File: src/rtl/mem_arb.sv
// Two-port (fetch/data) to one-port memory bus arbiter with DMEM priority and a
// bounded DMEM streak so a waiting fetch is always served eventually.
module mem_arb #(
    parameter int unsigned MAX_D_STREAK = 4
) (
    input  logic        clk,
    input  logic        rst_n,
    input  logic        imem_req,
    input  logic [31:0] imem_addr,
    output logic [31:0] imem_rdata,
    output logic        imem_ready,
    input  logic        dmem_req,
    input  logic [31:0] dmem_addr,
    input  logic [31:0] dmem_wrdata,
    input  logic [3:0]  dmem_wrstb,
    output logic [31:0] dmem_rdata,
    output logic        dmem_ready,
    output logic        bus_valid,
    output logic [31:0] bus_addr,
    output logic [31:0] bus_wrdata,
    output logic [3:0]  bus_wrstb,
    input  logic [31:0] bus_rddata,
    input  logic        bus_ready,
    output logic        grant_d
);

    typedef enum logic [1:0] {
        ST_IDLE = 2'd0,
        ST_BUSY = 2'd1,
        ST_RESP = 2'd2
    } state_t;

    localparam logic [3:0] LP_MAX_STREAK = 4'(MAX_D_STREAK);

    state_t      r_state;
    state_t      w_state_nxt;
    logic        r_bus_valid;
    logic        w_bus_valid_nxt;
    logic [31:0] r_bus_addr;
    logic [31:0] w_bus_addr_nxt;
    logic [31:0] r_bus_wrdata;
    logic [31:0] w_bus_wrdata_nxt;
    logic [3:0]  r_bus_wrstb;
    logic [3:0]  w_bus_wrstb_nxt;
    logic        r_imem_ready;
    logic        w_imem_ready_nxt;
    logic        r_dmem_ready;
    logic        w_dmem_ready_nxt;
    logic [31:0] r_imem_rdata;
    logic [31:0] w_imem_rdata_nxt;
    logic [31:0] r_dmem_rdata;
    logic [31:0] w_dmem_rdata_nxt;
    logic        r_grant_d;
    logic        w_grant_d_nxt;
    logic [3:0]  r_streak;
    logic [3:0]  w_streak_nxt;

    // Next-state and next-register computation; everything holds unless a rule fires.
    always_comb begin
        w_state_nxt      = r_state;
        w_bus_valid_nxt  = r_bus_valid;
        w_bus_addr_nxt   = r_bus_addr;
        w_bus_wrdata_nxt = r_bus_wrdata;
        w_bus_wrstb_nxt  = r_bus_wrstb;
        w_imem_ready_nxt = 1'b0;
        w_dmem_ready_nxt = 1'b0;
        w_imem_rdata_nxt = r_imem_rdata;
        w_dmem_rdata_nxt = r_dmem_rdata;
        w_grant_d_nxt    = r_grant_d;
        w_streak_nxt     = r_streak;
        case (r_state)
            ST_IDLE: begin
                // DMEM wins unless fetch has waited through a full streak.
                if (dmem_req && !(imem_req && (r_streak == LP_MAX_STREAK))) begin
                    w_state_nxt      = ST_BUSY;
                    w_bus_valid_nxt  = 1'b1;
                    w_bus_addr_nxt   = dmem_addr;
                    w_bus_wrdata_nxt = dmem_wrdata;
                    w_bus_wrstb_nxt  = dmem_wrstb;
                    w_grant_d_nxt    = 1'b1;
                    if (imem_req) begin
                        if (r_streak < LP_MAX_STREAK) begin
                            w_streak_nxt = r_streak + 4'd1;
                        end else begin
                            w_streak_nxt = r_streak;
                        end
                    end else begin
                        w_streak_nxt = 4'd0;
                    end
                end else if (imem_req) begin
                    w_state_nxt      = ST_BUSY;
                    w_bus_valid_nxt  = 1'b1;
                    w_bus_addr_nxt   = imem_addr;
                    w_bus_wrdata_nxt = 32'd0;
                    w_bus_wrstb_nxt  = 4'd0;
                    w_grant_d_nxt    = 1'b0;
                    w_streak_nxt     = 4'd0;
                end else begin
                    w_state_nxt = ST_IDLE;
                end
            end
            ST_BUSY: begin
                if (bus_ready) begin
                    w_state_nxt     = ST_RESP;
                    w_bus_valid_nxt = 1'b0;
                    if (r_grant_d) begin
                        w_dmem_rdata_nxt = bus_rddata;
                        w_dmem_ready_nxt = 1'b1;
                    end else begin
                        w_imem_rdata_nxt = bus_rddata;
                        w_imem_ready_nxt = 1'b1;
                    end
                end else begin
                    w_state_nxt = ST_BUSY;
                end
            end
            ST_RESP: begin
                w_state_nxt = ST_IDLE;
            end
            default: begin
                w_state_nxt     = ST_IDLE;
                w_bus_valid_nxt = 1'b0;
            end
        endcase
    end

    // State and output registers with synchronous active-low reset.
    always_ff @(posedge clk) begin
        if (!rst_n) begin
            r_state      <= ST_IDLE;
            r_bus_valid  <= 1'b0;
            r_bus_addr   <= 32'd0;
            r_bus_wrdata <= 32'd0;
            r_bus_wrstb  <= 4'd0;
            r_imem_ready <= 1'b0;
            r_dmem_ready <= 1'b0;
            r_imem_rdata <= 32'd0;
            r_dmem_rdata <= 32'd0;
            r_grant_d    <= 1'b0;
            r_streak     <= 4'd0;
        end else begin
            r_state      <= w_state_nxt;
            r_bus_valid  <= w_bus_valid_nxt;
            r_bus_addr   <= w_bus_addr_nxt;
            r_bus_wrdata <= w_bus_wrdata_nxt;
            r_bus_wrstb  <= w_bus_wrstb_nxt;
            r_imem_ready <= w_imem_ready_nxt;
            r_dmem_ready <= w_dmem_ready_nxt;
            r_imem_rdata <= w_imem_rdata_nxt;
            r_dmem_rdata <= w_dmem_rdata_nxt;
            r_grant_d    <= w_grant_d_nxt;
            r_streak     <= w_streak_nxt;
        end
    end

    assign bus_valid  = r_bus_valid;
    assign bus_addr   = r_bus_addr;
    assign bus_wrdata = r_bus_wrdata;
    assign bus_wrstb  = r_bus_wrstb;
    assign imem_ready = r_imem_ready;
    assign dmem_ready = r_dmem_ready;
    assign imem_rdata = r_imem_rdata;
    assign dmem_rdata = r_dmem_rdata;
    assign grant_d    = r_grant_d;

endmodule

File: config.mk
export PLATFORM = sky130hd
export DESIGN_NAME = mem_arb
export DESIGN_NICKNAME = d
export VERILOG_FILES = /design/src/rtl/mem_arb.sv
export SDC_FILE = /design/constraint.sdc
export NUM_CORES = 1
export LEC_CHECK = 0
export BUFFER_PORTS_ARGS = -buffer_cell sky130_fd_sc_hd__buf_2
export CAP_MARGIN = 40
export CORE_UTILIZATION = 49
export DETAILED_ROUTE_END_ITERATION = 8
export GPL_ROUTABILITY_DRIVEN = 0
export PLACE_DENSITY = 0.84
export SETUP_SLACK_MARGIN = 0.1
export SYNTH_ARGS = -nofsm -noshare
export SYNTH_HDL_FRONTEND = slang
export SYNTH_SLANG_ARGS = --single-unit
File: constraint.sdc
create_clock -name clk -period 4.63 [get_ports clk]
set_clock_uncertainty 0.2 [all_clocks]
set_input_delay 0.463 -clock clk [delete_from_list [all_inputs] [get_ports clk]]
set_output_delay 0.463 -clock clk [all_outputs]
set_load 0.01 [all_outputs]
==> results of run 1 <==
## layout by cell type, fill, tap and decap left out, drive strengths merged, types with 3 or more instances in the layout
cell,synthesis,routed
buf,33,284
a21oi,66,66
inv,4,4
o21ai,35,35
clkinv,0,3
and2,3,3
nand2,164,164
clkbuf,18,25
a21boi,64,64
o21a,3,3
dfxtp,142,142
nor2b,38,38
a22oi,36,36
## state kept, by name, indices dropped and copies added, names as in the netlist, 2 cells and up
signal	flops
bus_addr	32
bus_wrstb	4
dmem_rdata	32
r_streak	4
imem_rdata	32
bus_wrdata	32
r_state	2
## layout make-up
cell class / count / area (um^2) / share of cell area (%)
flip-flops and latches: 142 / 2840 / 37.6
clock buffers: 25 / 526 / 6.95
multi-input cells: 428 / 2460 / 32.6
repair buffers: 284 / 1510 / 20.0
clock inverters: 5 / 30.0 / 0.397
well taps: 140 / 175 / 2.32
inverters: 4 / 15.0 / 0.198
## worst min path at each step
stage | end | slack [ps] | from
after floorplan | r_streak[1] | 250 | r_streak[1]
after global placement | dmem_rdata[16] | 240 | dmem_rdata[16]
after detailed placement | dmem_rdata[19] | 240 | dmem_rdata[19]
after CTS | bus_addr[25] | 80 | imem_addr[25]
after global routing | bus_addr[26] | 80 | imem_addr[26]
final | bus_addr[17] | 90 | imem_addr[17]
## per-stage QoR
stage | utilization, % | cell area [um^2] | instances
after floorplan | - | 5580 | 625
after global placement | 62.9 | 6910 | 993
after detailed placement | 63.8 | 7010 | 998
after CTS | 68.9 | 7570 | 1028
after global routing | 68.9 | 7570 | 1028
final | 68.9 | 7570 | 1028
## worst register-to-register path, cell delays in order, from the launching register on
cell and delay (ps):
dfxtp_1 340, inv_1 60, ha_1 220, and4b_1 240
nor2b_2 450, buf_4 360, a21oi_1 110, a21oi_1 210
## cells by family after synthesis
| logic type | synth area share, % |
|---|---|
| DFF | 50.9 |
| buffers and inverters | 5.13 |
| adders and majority gates | 0.448 |
| and+or+nand+nor | 17.1 |
| AOI/OAI and AO/OA | 26.0 |
| muxes | 0.359 |
## power by group
| group | internal, uW | total, uW | switching, uW |
|---|---|---|---|
| clock | 776 | 1260 | 479 |
| sequential | 1290 | 1330 | 36.8 |
| combinational | 183 | 416 | 233 |
## cells in the mapped netlist (2+ instances only)
| cell | n | area (um^2) |
|---|---|---|
| a21boi_0 | 60 | 450 |
| a21boi_1 | 4 | 30.0 |
| a21oi_1 | 66 | 330 |
| a22oi_1 | 7 | 52.6 |
| a22oi_2 | 29 | 363 |
| and2_1 | 3 | 18.8 |
| and3_1 | 2 | 12.5 |
| buf_2 | 22 | 110 |
| buf_4 | 6 | 45.0 |
| buf_6 | 4 | 45.0 |
| clkbuf_1 | 18 | 67.6 |
| dfxtp_1 | 142 | 2840 |
| ha_1 | 2 | 25.0 |
| inv_1 | 4 | 15.0 |
| mux2i_1 | 2 | 20.0 |
| nand2_1 | 164 | 616 |
| nand2b_1 | 2 | 12.5 |
| nand3_1 | 2 | 10.0 |
| nor2b_1 | 38 | 238 |
| o21a_1 | 3 | 22.5 |
| o21ai_0 | 34 | 170 |
## metal layers
metal  up-vias  global-route usage (%)  wire length (um)
met4         0                    8.59               189
met3        19                    8.61              1260
met1      2394                    27.4              5950
li1       2610                       -                 -
met5         -                       0                 0
met2       218                    42.9              7390
==> flow_summary.yaml, run 1 <==
timing:
  drv_slew: 0
  fin_crit_ps: 2260
  finalHoldViolCount: 0
  setup_viol: 0
  max_slew.worst_pin.slew_ps: 673
  clock.fmax_mhz: 442
  setup_tns_ps: 0
  period_share_pct: 48.9
  setup_ws_ps: 2370
  rsz0062_at_grt: "no"
  hold_ws_ps: 90.4
  slew_headroom_pct: 55.1
critical_path:
  cp_slowest_cell: "nor2b_2"
  cp.depth: 7
  critPathArrivalTime_ps: 2390
  timing.critical_path.buf_inv: 2
  critical_path.max_fanout: 21
  worstPathRequired_ps: 4750
  critPathMaxStageDelay_ps: 450
  startpoint: "r_streak[0]"
  r2r_end: "bus_addr[30]"
  r2r_start: "r_streak[0]"
  cp-endpoint: "bus_addr[30]"
  worstSetupEndpointType: "flip-flop"
  r2r.worst_path.cells: 7
  cpMostUsedCell: "a21oi_1"
  start_kind: "flip-flop"
  crit_family: "simple AND/OR/NAND/NOR gates"
  path_class: "reg2reg"
  rrSetupSlack_ps: 2370
  worstPathCellList: "inv_1 -> ha_1 -> and4b_1 -> nor2b_2 -> buf_4 -> a21oi_1 -> a21oi_1"
routing:
  wl_mm: 14.8
  drt_iter0_markers: 348
  vias: 5241
  vias_per_cell: 5.10
  drt_first_pass_iters: 4
  drc: 0
  ant_nets: 0
  drt-wirelength-per-cell_um: 14.4
floorplan:
  dieArea_um2: 11800
  core_um2: 11000
  fp.dieW_um: 109
  rows: 38
  die_height_um: 109
  io-pin-count: 273
  initial_core_util_pct: 50.8
synthesis:
  synth-edff-count: 0
  synth.avg_cell_area_um2: 8.93
  ys_seq_area_share_pct: 50.9
  ys_ff_latch: 142
  syn_nets: 764
  ys_async_sr_fraction_pct: 0
  yosys.cell_types.count: 32
  synth.cell_area_um2: 5580
  ys.flop_type: "dfxtp_1"
  synth_warnings: 0
  synth_cells: 625
grt:
  grt_pass1_wl_mm: 22.6
  grt_pass1_vias: 4896
  antenna_found_initial: 0
  grt_usage_pct: 24.5
  grt_overflow_total: 0
  grt_max_degree: 68
clocking:
  clock_path_buffers: 2
  holdBufCountCts: 0
  cts_setup_buffers: 0
  cts.repair.resized: 0
  clkSlewWorstSetupHoldPaths_ps: 60
  cts_tree: "yes"
  htree_levels: 4
  cts.sinks: 142
  cts_made_buffers: 17
  clock_latency_ps: 400
  cts-root-buf: "clkbuf_16"
final_layout:
  syn_to_final_growth_pct: 35.6
  drive_gt1_share_pct: 39.0
  nets: 1016
  diodes: 0
  fillerInstances: 898
flow_run:
  maxCapViolations: 0
pwr:
  ir_drop_v: 0.000330
  leakagePower_uw: 0.00344
  power_uw: 3000
  power_density_nw_per_um2: 397
place:
  dp_slack_ps: 2360
  io_buffer_count: 272
  place_hpwl_mm: 10.3
worst_hold_path:
  hold_class: "in2reg"
  min_path_cells: 3
outcome:
  outcome: "complete, no violations"
Note: power is estimated with default switching activity, not from simulation.
==> inputs of run 2 (changes only) <==
- CORE_UTILIZATION: 49 -> 46
- PLACE_DENSITY: 0.84 -> 0.8
- clock period: 4.63 -> 2.1 ns (I/O delays scaled with it)
==> run 2 against run 1 <==
  * The flow now finishes with violations (design-rule violations)
  * Via count grew 19%
  * Cell count is 14% higher
  * Total power is 150% higher
  * Worst setup slack lost 2200 ps
  * Routed wire length grew 38%
  * Flip-flop and latch count did not move
  * Global-route usage up 7.5 points
==> flow_summary.yaml, run 2 (synthesis results as in run 1) <==
floorplan:
  initial_core_util_pct: 48.1
  die_height_um: 112
  fp.dieW_um: 112
  core_um2: 11600
  io-pin-count: 273
  rows: 39
  dieArea_um2: 12600
critical_path:
  critPathArrivalTime_ps: 2090
  critical_path.max_fanout: 19
  rrSetupSlack_ps: 140
  crit_family: "simple AND/OR/NAND/NOR gates"
  worstPathCellList: "inv_1 -> ha_1 -> and4b_1 -> and3b_2 -> buf_12 -> a22oi_2 -> nor2b_1"
  r2r_start: "r_streak[0]"
  start_kind: "flip-flop"
  r2r_end: "bus_wrstb[3]"
  timing.critical_path.buf_inv: 2
  worstSetupEndpointType: "flip-flop"
  critPathMaxStageDelay_ps: 370
  cp_slowest_cell: "dfxtp_1"
  path_class: "reg2reg"
  worstPathRequired_ps: 2230
  r2r.worst_path.cells: 7
timing:
  slew_headroom_pct: 61.5
  drv_slew: 0
  hold_ws_ps: 73.4
  setup_viol: 0
  fin_crit_ps: 1960
  finalHoldViolCount: 0
  rsz0062_at_grt: "no"
  setup_ws_ps: 143
  clock.fmax_mhz: 511
  setup_tns_ps: 0
  max_slew.worst_pin.slew_ps: 572
  period_share_pct: 93.2
grt:
  antenna_found_initial: 1
  grt_pass1_vias: 6457
  grt_usage_pct: 32.0
  grt_pass1_wl_mm: 31.7
  grt_max_degree: 145
  grt_overflow_total: 0
final_layout:
  drive_gt1_share_pct: 34.1
  nets: 1149
  syn_to_final_growth_pct: 62.1
  layout_common_cells: "buf_2 (271), nand2_1 (164), dfxtp_1 (142), dlygate4sd3_1 (133), a21oi_1 (66)"
  fillerInstances: 689
  instances_no_fill: 1167
  layout_commonest_cell: "buf_2"
outcome:
  outcome: "complete, but fails checks"
  violations: "design-rule violations"
routing:
  ant_nets: 0
  vias: 6237
  vias_per_cell: 5.34
  drc: 18
  drt-wirelength-per-cell_um: 17.4
  drt_iter0_markers: 614
  drt_first_pass_iters: 8
  wl_mm: 20.3
clocking:
  cts_made_buffers: 17
  clock_latency_ps: 420
  cts_tree: "yes"
  cts.sinks: 142
  clkSlewWorstSetupHoldPaths_ps: 60
  clock_path_buffers: 2
  cts-root-buf: "clkbuf_16"
  htree_levels: 4
place:
  dp_cells: 1000
  io_buffer_count: 272
  dp_slack_ps: 235
  place_hpwl_mm: 9.99
pwr:
  ir_drop_v: 0.000538
  leakagePower_uw: 0.00406
  power_density_nw_per_um2: 823
  power_uw: 7440
worst_hold_path:
  min_path_cells: 5
  min_to: "r_streak[1]"
  hp-start: "imem_req"
  hold_class: "in2reg"
flow_run:
  maxCapViolations: 0
[run 2: metal layers]
layer / up-vias / part of all wire (%) / routed length, um / GRT usage (%)
met4: 0 / 4.7 / 951 / 18.4
met1: 2873 / 37 / 7450 / 33.4
li1: 2881 / - / - / -
met5: - / 0 / 0 / 0
met3: 87 / 8.7 / 1760 / 9.50
met2: 396 / 50 / 10200 / 57.3
[run 2: report_power, final]
| part | switching, uW | internal [uW] | leakage [uW] | total (uW) |
|---|---|---|---|---|
| logic | 620 | 580 | 0.00257 | 1200 |
| clock network | 1190 | 2100 | 0.000321 | 3290 |
| registers | 97.7 | 2850 | 0.00116 | 2950 |
| total | 1910 | 5530 | 0.00406 | 7440 |
[run 2: worst max path at each step]
stage | cells past startpoint | slack [ps] | endpoint | start
6_report | 7 | 140 | bus_wrstb[3] | r_streak[0]
4_1_cts | 7 | 210 | bus_wrdata[28] | r_streak[0]
5_1_grt | 7 | 60 | bus_wrstb[3] | r_streak[0]
3_5_place_dp | 7 | 230 | bus_wrdata[31] | r_streak[0]
3_3_place_gp | 7 | 300 | bus_wrdata[10] | r_streak[0]
2_1_floorplan | 8 | 400 | bus_wrdata[18] | r_streak[0]
[run 2: timing repair]
item	in CTS	in global routing
hold buffers	133	0
setup buffers	0	0
endpoints found under the setup margin	0	7
hold endpoints to repair	134	0
resized for setup	0	1
[run 2: layout make-up]
type                    instances  area (um^2)  area share (%)
clock buffers                  20          467            5.16
repair buffers                417         2890            32.0
diodes                          1         2.50          0.0277
inverters                       4         15.0           0.166
clock inverters                12          183            2.02
flip-flops and latches        142         2840            31.4
well taps                     143          179            1.98
multi-input cells             428         2460            27.2
[run 2: per-stage QoR]
step	util, %	area, um^2
after floorplan	-	5580
after global placement	60.6	7030
after detailed placement	60.6	7030
after CTS	77.6	9010
after global routing	77.9	9050
final	77.9	9050
[run 2: worst register-to-register path, cell delays in order, from the launching register on]
cell     delay (ps)
dfxtp_1         370
inv_1            70
ha_1            220
and4b_1         240
and3b_2         310
buf_12          190
a22oi_2          70
nor2b_1         190
